**src/rtl/regfile_param.sv**
```systemverilog
// Parameterised register file with byte-masked writes, optional write-to-read bypass
// and a sequenced clear engine that zeroes one register per cycle.
module regfile_param #(
  parameter int unsigned WIDTH    = 32,
  parameter int unsigned ADDR_W   = 5,
  parameter bit          ZERO_REG = 1'b1,
  parameter bit          BYPASS   = 1'b1
) (
  input  logic              Clk,
  input  logic              Reset_n,
  input  logic [WIDTH-1:0]  WriteData,
  input  logic [WIDTH/8-1:0] WriteMask,
  input  logic [ADDR_W-1:0] WriteRegister,
  input  logic              RegWrite,
  input  logic [ADDR_W-1:0] ReadRegister1,
  input  logic [ADDR_W-1:0] ReadRegister2,
  output logic [WIDTH-1:0]  ReadData1,
  output logic [WIDTH-1:0]  ReadData2,
  input  logic              ClearReq,
  output logic              Busy,
  output logic              Done
);

  localparam int unsigned Depth  = 2 ** ADDR_W;
  localparam int unsigned NBytes = WIDTH / 8;

  typedef enum logic [0:0] {StIdle, StClear} state_e;

  state_e            state_q, state_d;
  logic [ADDR_W-1:0] cnt_q, cnt_d;
  logic              done_q, done_d;
  logic [WIDTH-1:0]  mem_q [Depth];
  logic [WIDTH-1:0]  mem_d [Depth];

  logic busy;
  logic byp_en;
  logic wr_en;

  function automatic logic [WIDTH-1:0] merge_bytes(input logic [WIDTH-1:0]  old_val,
                                                   input logic [WIDTH-1:0]  new_val,
                                                   input logic [NBytes-1:0] mask);
    logic [WIDTH-1:0] res;
    res = old_val;
    for (int b = 0; b < NBytes; b++) begin
      if (mask[b]) res[8*b +: 8] = new_val[8*b +: 8];
    end
    return res;
  endfunction

  assign busy   = (state_q == StClear);
  assign byp_en = RegWrite && !busy;
  assign wr_en  = RegWrite && !busy && !(ZERO_REG && (WriteRegister == '0));

  // State register
  always_ff @(posedge Clk or negedge Reset_n) begin
    if (!Reset_n) begin
      state_q <= StIdle;
      cnt_q   <= '0;
      done_q  <= 1'b0;
      for (int i = 0; i < Depth; i++) mem_q[i] <= '0;
    end else begin
      state_q <= state_d;
      cnt_q   <= cnt_d;
      done_q  <= done_d;
      mem_q   <= mem_d;
    end
  end

  // Next-state logic; ClearReq is only looked at while idle
  always_comb begin
    state_d = state_q;
    cnt_d   = cnt_q;
    done_d  = 1'b0;
    unique case (state_q)
      StIdle: begin
        if (ClearReq) begin
          state_d = StClear;
          cnt_d   = '0;
        end
      end
      StClear: begin
        cnt_d = cnt_q + ADDR_W'(1);
        if (cnt_q == '1) begin
          state_d = StIdle;
          done_d  = 1'b1;
        end
      end
      default: state_d = StIdle;
    endcase
  end

  // Array update: the clear engine owns the array while busy, user writes are dropped
  always_comb begin
    mem_d = mem_q;
    if (busy) begin
      mem_d[cnt_q] = '0;
    end else if (wr_en) begin
      mem_d[WriteRegister] = merge_bytes(mem_q[WriteRegister], WriteData, WriteMask);
    end
  end

  // Outputs
  always_comb begin
    Busy = busy;
    Done = done_q;
  end

  always_comb begin
    ReadData1 = mem_q[ReadRegister1];
    if (BYPASS && byp_en && (ReadRegister1 == WriteRegister)) begin
      ReadData1 = merge_bytes(mem_q[ReadRegister1], WriteData, WriteMask);
    end
    if (ZERO_REG && (ReadRegister1 == '0)) ReadData1 = '0;
  end

  always_comb begin
    ReadData2 = mem_q[ReadRegister2];
    if (BYPASS && byp_en && (ReadRegister2 == WriteRegister)) begin
      ReadData2 = merge_bytes(mem_q[ReadRegister2], WriteData, WriteMask);
    end
    if (ZERO_REG && (ReadRegister2 == '0)) ReadData2 = '0;
  end

endmodule

```
**config.mk**
```make
export PLATFORM = sky130hd
export DESIGN_NAME = regfile_param
export DESIGN_NICKNAME = d
export VERILOG_FILES = /design/src/rtl/regfile_param.sv
export SDC_FILE = /design/constraint.sdc
export NUM_CORES = 2
export LEC_CHECK = 0
export ABC_AREA = 1
export CAP_MARGIN = 25
export CELL_PAD_IN_SITES_DETAIL_PLACEMENT = 0
export CELL_PAD_IN_SITES_GLOBAL_PLACEMENT = 1
export CORE_MARGIN = 1
export CORE_UTILIZATION = 35
export DETAILED_ROUTE_END_ITERATION = 10
export PLACE_DENSITY_LB_ADDON = 0.15
export SLEW_MARGIN = 20
export SYNTH_ARGS = -nofsm -noshare
export SYNTH_HDL_FRONTEND = slang
export SYNTH_SLANG_ARGS = --single-unit
```
**constraint.sdc**
```tcl
create_clock -name Clk -period 3.1 [get_ports Clk]
set_input_delay 0.62 -clock Clk [delete_from_list [all_inputs] [get_ports Clk]]
set_output_delay 0.62 -clock Clk [all_outputs]
set_load 0.02 [all_outputs]
```
==> flow_metrics.py <==
metrics = {
    "finish": {
        "area_growth_pct": 25.2,
        "stdcell_count": 16438,
        "final_area_um2": 102000,
        "layout-drive-gt1-share_pct": 13.8,
        "finish.net_count": 13361,
    },
    "synth": {
        "synth_edf_count": 0,
        "yosys_warnings": 0,
        "syn_area_um2": 81100,
        "ys.flop_type": "dfrtp_1",
        "synth_top_family_by_area": "simple AND/OR/NAND/NOR gates",
        "synthDominantCellAreaShare_pct": 31.8,
        "synth-simple-area-share_pct": 32.2,
        "synth-seq-area-share_pct": 31.8,
        "synth_nets": 13222,
        "synth_commonest_cells": "4379 x nand2_1, 1587 x a21oi_1, 1154 x nor2_1",
        "synth.avg_cell_area_um2": 6.16,
        "async_reset_ff_share_pct": 100,
        "yosysMostFrequentCell": "nand2_1",
        "synth_compound_area_share_pct": 25.9,
        "yosys_register_bits": 1031,
        "synthAdderAreaFrac_pct": 0.0771,
        "synth.distinct_cells": 38,
        "synthCells": 13162,
        "synth_xor_area_share_pct": 0.0216,
        "yosysTopAreaCell": "dfrtp_1",
        "synthMuxAreaShare_pct": 0.0123,
        "synth_area_leaders": "dfrtp_1 32%, nand2_1 20%, a21oi_1 9.8%, a31oi_1 7.7%, nand3_1 6.0%",
    },
    "power_and_ir_drop": {
        "power_density_nw_per_um2": 850,
        "cellLeakagePower_nw": 46.7,
        "vdd_ir_drop_max_mv": 0.553,
    },
    "run": {
        "cap_violations": 0,
    },
    "critical_path": {
        "critPathBufInv": 5,
        "critical_path.slowest_cell": "a21oi_4",
        "worstPathRequired_ps": 2480,
        "crit_type": "input pin to output port",
        "crit_chain": "buf_16 -> buf_12 -> buf_16 -> nand2_1 -> nand3_1 -> nand3_1 -> nand2_1 -> nand2_1 -> nand2_1 -> nand3_4 -> a21oi_4 -> buf_6 -> buf_6",
        "critPathMaxStageDelay_ps": 370,
        "end_kind": "output port",
        "worstSetupStartpointType": "input pin",
        "critical_path.top_delay_family": "simple AND/OR/NAND/NOR gates",
        "path_common_cell": "nand2_1",
        "critPathMaxFanout": 68,
        "cp_data_arrival_time_ps": 3070,
    },
    "routing": {
        "first_pass_iters": 8,
        "drt-wirelength-per-cell_um": 28.9,
        "num_vias": 100757,
        "drtIter0Drc": 14712,
        "viasPerCell": 6.13,
        "drcViolationCount": 0,
        "totalWireLength_um": 475000,
        "antenna_left": 0,
    },
    "timing": {
        "max_freq_mhz": 271,
        "rsz0062_at_grt": "yes",
        "clock_skew_ps": 39.2,
        "post-route-period-util_pct": 119,
        "worst_pin_slew_ps": 1120,
        "slew_violations": 0,
        "finalHoldViolCount": 0,
        "min_period_ps": 3690,
        "setup_viol": 64,
        "fin_ws_ps": -595,
        "hold_slack_ps": 411,
        "relSlewSlack_pct": 25.6,
    },
    "clock_network": {
        "cts_buffers": 141,
        "cts_root_buf": "clkbuf_16",
        "cts_tree": "built",
        "cts.clk_slew.worst_paths_ps": 60,
        "htree_num_levels": 4,
        "clock_path_buffers": 3,
        "clkLatencyLatePin_ps": 840,
        "cts.sinks": 1031,
    },
    "placed_design": {
        "hpwlAfterDp_um": 329000,
        "placed_area_um2": 93700,
        "dp.cells": 16138,
        "numPortBuffers": 120,
        "dp_slack_ps": -1480,
        "place_congestion": 1.02,
    },
    "global_routing": {
        "grt_max_degree": 154,
        "track_usage_pct": 39.3,
        "grt_pass1_wl_um": 678000,
        "grt_overflow": 0,
        "grt_pass1_vias": 91900,
        "grt_antenna_before_repair": 12,
    },
    "floorplan": {
        "die_area_um2": 234000,
        "core_um2": 230000,
        "num_rows": 176,
        "start_util_pct": 35.2,
        "die_y_um": 483,
        "fp.dieW_um": 483,
        "io_pins": 121,
    },
    "run_status": {
        "violations": "setup timing",
        "status": "complete, but fails checks",
    },
    "min_path": {
        "hp-class": "input pin to asynchronous set/reset pin",
    },
}
[logic make-up (layout without fill, tap and decap cells)]
| group | count (synthesis) | in the layout |
|---|---|---|
| AND/OR/NAND/NOR | 6569 | 6569 |
| AO/OA/AOI/OAI | 3671 | 3671 |
| buffers and inverters | 1883 | 2132 |
| flip-flops | 1031 | 1031 |
| adder cells (fa/ha/maj) | 5 | 5 |
| XOR/XNOR | 2 | 2 |
| multiplexers | 1 | 1 |
| other | 0 | 1 |
[routing by layer]
metal	GRT usage, %	share of wire, %
met5	0	0.0097
met4	18.5	5.4
met3	8.99	11
met2	58.8	43
met1	53.2	41
[cell usage in the layout, fill, tap and decap left out, types with 11 or more instances in the layout]
| cell type | synthesis | routed |
|---|---|---|
| o21ai_1 | 25 | 28 |
| buf_12 | 0 | 397 |
| clkbuf_1 | 680 | 32 |
| nor2_1 | 1154 | 1153 |
| o211ai_1 | 446 | 446 |
| nand2_4 | 1 | 22 |
| buf_8 | 0 | 17 |
| nand2_2 | 13 | 55 |
| inv_1 | 592 | 584 |
| buf_4 | 138 | 680 |
| clkinv_2 | 0 | 25 |
| o21ai_0 | 585 | 582 |
| nand2_1 | 4379 | 4315 |
| clkbuf_16 | 0 | 145 |
| a31oi_1 | 992 | 992 |
| nand3_2 | 1 | 95 |
| buf_6 | 15 | 93 |
| dfrtp_1 | 1031 | 1028 |
| a21oi_4 | 20 | 63 |
| nor3_2 | 5 | 28 |
| a21oi_2 | 7 | 26 |
| nand3_1 | 970 | 810 |
| bufinv_16 | 0 | 11 |
| a21oi_1 | 1587 | 1525 |
| inv_2 | 38 | 36 |
| clkbuf_8 | 0 | 32 |
| nand3_4 | 1 | 67 |
| clkdlybuf4s50_1 | 0 | 42 |
[worst paths after layout]
| check | startpoint | end | slack, ps | depth (start not counted) |
|---|---|---|---|---|
| hold reg to reg | mem_q[1023] | mem_q[1023] | 510 | 2 |
| max in group asynchronous | Reset_n | mem_q[721] | 1550 | 4 |
| hold / removal | Reset_n | mem_q[264] | 410 | 2 |
| min in group Clk | mem_q[1023] | mem_q[1023] | 510 | 2 |
| setup reg to reg | Busy | mem_q[645] | 90 | 6 |
| setup / recovery | ReadRegister1[0] | ReadData1[24] | -590 | 13 |
[layout make-up]
cell class,instances,area (um2)
antenna,1,2.50
clock buffer,209,4190
clock inverter,44,607
fill,23590,129000
inverter,633,2440
multi-input combinational,10248,49500
sequential,1031,25800
tap,3026,3790
timing repair buffer,1246,15200
[per-stage QoR]
stage | TNS [ps] | power [mW] | utilization [%]
6_report | -23310 | 86.3 | 44.1
4_1_cts | -19030 | 85.0 | 43.9
3_5_place_dp | -214390 | 66.7 | 40.7
5_1_grt | -25400 | 91.2 | 44.1
3_3_place_gp | -194460 | 65.4 | 40.7
2_1_floorplan | 0 | 49.6 | -
[repair_timing]
item,CTS,global route
endpoints found under the setup margin,64,64
hold buffers,1,0
pin swaps,65,41
hold endpoints to repair,23,0
cloned,6,0
resized for setup,654,104
buffers inserted,45,13
[power breakdown]
part           switching, mW  internal, mW
clock network           7.25          10.3
registers               7.65          19.7
logic                   25.4          16.0
total                   40.3          46.0
[flip-flops by register name, summed over array words and instances (netlist names)]
register  count
Busy          1
Done          1
cnt_q         5
mem_q      1024
(Power assumes the default switching activity.)
